File: config.mk
export PLATFORM = sky130hd
export DESIGN_NAME = full_adder_8b
export DESIGN_NICKNAME = d
export VERILOG_FILES = /design/src/rtl/full_adder_8b_pkg.sv /design/src/rtl/full_adder_1b.sv /design/src/rtl/full_adder_8b.sv
export SDC_FILE = /design/constraint.sdc
export NUM_CORES = 1
export LEC_CHECK = 0
export BUFFER_PORTS_ARGS = -buffer_cell sky130_fd_sc_hd__buf_2
export CAP_MARGIN = 20
export CORE_AREA = 8 8 45 47
export DETAILED_ROUTE_END_ITERATION = 16
export DIE_AREA = 0 0 53 55
export GPL_ROUTABILITY_DRIVEN = 0
export PLACE_DENSITY = 0.7
export RECOVER_POWER = 25
export SLEW_MARGIN = 20
export SYNTH_ARGS = -nofsm -noshare
export SYNTH_HDL_FRONTEND = slang
export SYNTH_SLANG_ARGS = --single-unit
File: constraint.sdc
create_clock -name clk -period 1 [get_ports clk]
set_input_delay 0.15 -clock clk [delete_from_list [all_inputs] [get_ports clk]]
set_output_delay 0.15 -clock clk [all_outputs]
set_load 0.01 [all_outputs]
File: src/rtl/full_adder_8b_pkg.sv
// Shared ALU definitions: default datapath width and the arithmetic flag bundle
// consumed by the ALU result mux and flag logic.
package full_adder_8b_pkg;

    localparam int DATA_W = 8;

    typedef struct packed {
        logic carry;
        logic overflow;
        logic zero;
    } alu_flags_t;

    localparam alu_flags_t FLAGS_RESET = '{carry: 1'b0, overflow: 1'b0, zero: 1'b0};

endpackage : full_adder_8b_pkg

File: src/rtl/full_adder_1b.sv
// Single-bit full-adder cell; the ripple chain in full_adder_8b is built from these.
module full_adder_1b (
    input  logic a,
    input  logic b,
    input  logic cin,
    output logic sum,
    output logic cout
);

    logic half_s;

    // Sum and carry-out of one bit position
    always_comb begin
        half_s = a ^ b;
        sum    = half_s ^ cin;
        cout   = (a & b) | (cin & half_s);
    end

endmodule : full_adder_1b

File: src/rtl/full_adder_8b.sv
// Registered ripple-carry adder: one-cycle-latency sum, carry-out, signed overflow
// and zero flag of input_a + input_b + input_carry.
module full_adder_8b
    import full_adder_8b_pkg::*;
#(
    parameter int WIDTH = DATA_W
) (
    input  logic             clk,
    input  logic             rst_n,
    input  logic [WIDTH-1:0] input_a,
    input  logic [WIDTH-1:0] input_b,
    input  logic             input_carry,
    output logic             output_carry,
    output logic [WIDTH-1:0] output_sum,
    output logic             output_overflow,
    output logic             output_zero
);

    logic [WIDTH:0]   carry_s;
    logic [WIDTH-1:0] sum_s;

    logic [WIDTH-1:0] sum_d;
    logic [WIDTH-1:0] sum_q;
    alu_flags_t       flags_d;
    alu_flags_t       flags_q;

    assign carry_s[0] = input_carry;

    // carry_s[i+1] is the carry out of cell i; the whole chain settles within one cycle
    for (genvar i = 0; i < WIDTH; i++) begin : g_cell
        full_adder_1b u_cell (
            .a    (input_a[i]),
            .b    (input_b[i]),
            .cin  (carry_s[i]),
            .sum  (sum_s[i]),
            .cout (carry_s[i+1])
        );
    end

    // Next-state result and flags from the combinational chain
    always_comb begin
        sum_d            = sum_s;
        flags_d          = FLAGS_RESET;
        flags_d.carry    = carry_s[WIDTH];
        flags_d.overflow = carry_s[WIDTH] ^ carry_s[WIDTH-1];
        if (sum_s == {WIDTH{1'b0}}) begin
            flags_d.zero = 1'b1;
        end else begin
            flags_d.zero = 1'b0;
        end
    end

    // Output registers; reset clears everything including the zero flag
    always_ff @(posedge clk or negedge rst_n) begin
        if (!rst_n) begin
            sum_q   <= {WIDTH{1'b0}};
            flags_q <= FLAGS_RESET;
        end else begin
            sum_q   <= sum_d;
            flags_q <= flags_d;
        end
    end

    assign output_sum      = sum_q;
    assign output_carry    = flags_q.carry;
    assign output_overflow = flags_q.overflow;
    assign output_zero     = flags_q.zero;

endmodule : full_adder_8b

==> results.yml <==
finish:
  drive_above_1_share: 0.726
  fillers: 122
  fin_nets: 101
  antenna_cells: 0
  syn_to_final_growth_pct: 54.2
outcome:
  violations: "negative setup slack"
  status: "finished, violations left"
sta:
  worstMarginPinSlew_ns: 0.566
  slew_violations: 0
  setup_viol: 10
  rsz0062_at_grt: "yes"
  fmax_ghz: 0.334
  period_minus_slack_ns: 2.99
  finalHoldViolCount: 0
  post-route-period-util: 2.99
  finalWorstSetupSlack_ns: -1.99
  max_slew_margin: 0.623
  whs_ns: 0.230
global_route:
  grt_overflow: 0
  grt_util_all_layers: 0.0817
  grt_pass1_wl_mm: 1.70
  grt_max_degree: 12
  grt_pass1_vias: 409
  antenna_found_initial: 0
routing:
  post-route-drc-count: 0
  vias: 354
  ant_nets: 0
  wl_per_cell_um: 12.3
  drt_iter0_markers: 0
  wl_mm: 1.09
  drtPass1Iterations: 1
  vias_per_cell: 3.98
synth:
  synth_warnings: 0
  synth_sequential_area_ratio: 0.525
  postSynthCellCount: 38
  synthMostInstantiatedCell: "inv_1"
  ys_async_sr_fraction: 1.00
  synth_top_area_share: 0.525
  yosys-top-cells-count: "inv_1 (15), dfrtp_1 (11), fa_1 (8)"
  synth_edf_count: 0
  ys_ff_latch: 11
  synth_flop_cell: "dfrtp_1"
  synth.distinct_cells: 7
  synth_area_sq_um: 524
  yosys-top-cells-area: "dfrtp_1 (53%), fa_1 (31%), inv_1 (11%), nor4_2 (2.4%), xnor2_1 (1.7%)"
  avgSynthCellArea_sq_um: 13.8
  yosys.area.top_type: "dfrtp_1"
  syn-num-nets: 65
critical_path:
  cp_max_fo: 2
  crit_type: "input port to flip-flop"
  crit_start: "input_a[0]"
  worst_setup_path_start_kind: "input port"
  cp-end-kind: "flip-flop"
  cp.arrival_ns: 3.14
  required_ns: 1.14
clock_network:
  cts_tree: "yes"
  cts_buffer_depth: 2
  cts_made_buffers: 3
  cts_num_sinks: 11
  cts_max_level: 1
  clockRootBuffer: "clkbuf_4"
  clkSlewWorstSetupHoldPaths_ns: 0.07
power:
  power_density_mw_per_mm2: 1490
  peakVddDrop_mv: 0.662
  p_leak_nw: 0.414
  total_power_mw: 1.21
floorplan:
  core-area_sq_mm: 0.00138
  die_h_um: 55
  initial_utilization: 0.379
  rows: 14
  fp.dieArea_sq_mm: 0.00292
  dieWidth_um: 53
  pin_count: 30
place:
  dp_slack_ns: -2.40
  io_buffers: 29
  dp_hpwl_um: 947
min_path:
  hp-class: "input port to flip-flop"
  hp-start: "input_b[2]"
run:
  cap_violations: 0
==> power by group <==
group	internal, mW	leakage [nW]	switching [mW]
combinational	0.185	0.269	0.204
sequential	0.518	0.130	0.0148
clock	0.154	0.0150	0.131
==> timing repair <==
item	in CTS	in global routing
pin swaps	1	1
cloned	0	0
setup endpoints to repair	10	10
hold buffers	1	0
setup buffers	0	0
gates resized for setup	10	4
hold endpoints to repair	11	0
==> through the flow <==
step / area [sq um] / TNS (ns) / utilization / std cells
global route: 808 / -12.07 / 0.584 / 89
detailed placement: 729 / -14.85 / 0.527 / 84
global placement: 729 / -14.65 / 0.527 / 84
CTS: 791 / -11.57 / 0.571 / 89
finish: 808 / -11.55 / 0.584 / 89
floorplan: 557 / -12.36 / - / 38
==> critical path, cell delays in order <==
cell     delay [ns]
buf_8          0.11
inv_12         0.04
fa_2           0.19
inv_2          0.04
fa_2           0.33
fa_2           0.34
fa_2           0.34
inv_2          0.06
fa_2           0.18
inv_2          0.04
fa_2           0.33
fa_2           0.35
inv_2          0.06
fa_2           0.44
nand2_2        0.10
nor4_4         0.04
==> placed cells by master, fill, tap and decap left out <==
cell type      instances
buf_2                 26
inv_2                  7
or4_4                  1
clkbuf_4               3
xnor2_2                1
buf_8                  1
inv_1                  6
dfrtp_1               11
inv_6                  1
inv_12                 1
dlygate4sd3_1          1
buf_6                  1
fa_2                   8
clkbuf_1               2
buf_4                  1
nand2_2                1
nor4_4                 1
==> state kept, by name, indices dropped and copies added (netlist names) <==
signal / count
output_sum: 8
output_carry: 1
output_overflow: 1
output_zero: 1
==> cell families (layout without fill, tap and decap cells) <==
family,Yosys count,count (layout),synth area share
buffers and inverters,15,50,0.107
DFF,11,11,0.525
adders and majority gates,8,8,0.305
and+or+nand+nor,3,3,0.0453
xor gates and xnor gates,1,1,0.0167
==> final timing paths <==
kind,end,slack (ns),depth (start not counted)
worst max-delay path,output_zero,-1.99,16
worst min-delay path,output_sum[2],0.23,2
max in group asynchronous,output_sum[7],0.23,2
min in group asynchronous,output_sum[0],0.40,2
==> layer usage <==
metal / GRT usage / wire [um]
met5: 0 / 0
met4: 0.0517 / 0
met2: 0.143 / 610
met1: 0.0861 / 390
met3: 0.0214 / 92
==> final cells by class <==
cell class                      instances  area, sq um  area share
Multi-Input combinational cell         12          235       0.291
Timing Repair Buffer                   31          178       0.220
Sequential cell                        11          275       0.341
Clock buffer                            4         26.3      0.0325
Inverter                               15         73.8      0.0913
Tap cell                               16         20.0      0.0248
No activity file was read; power rests on OpenSTA's default activity.
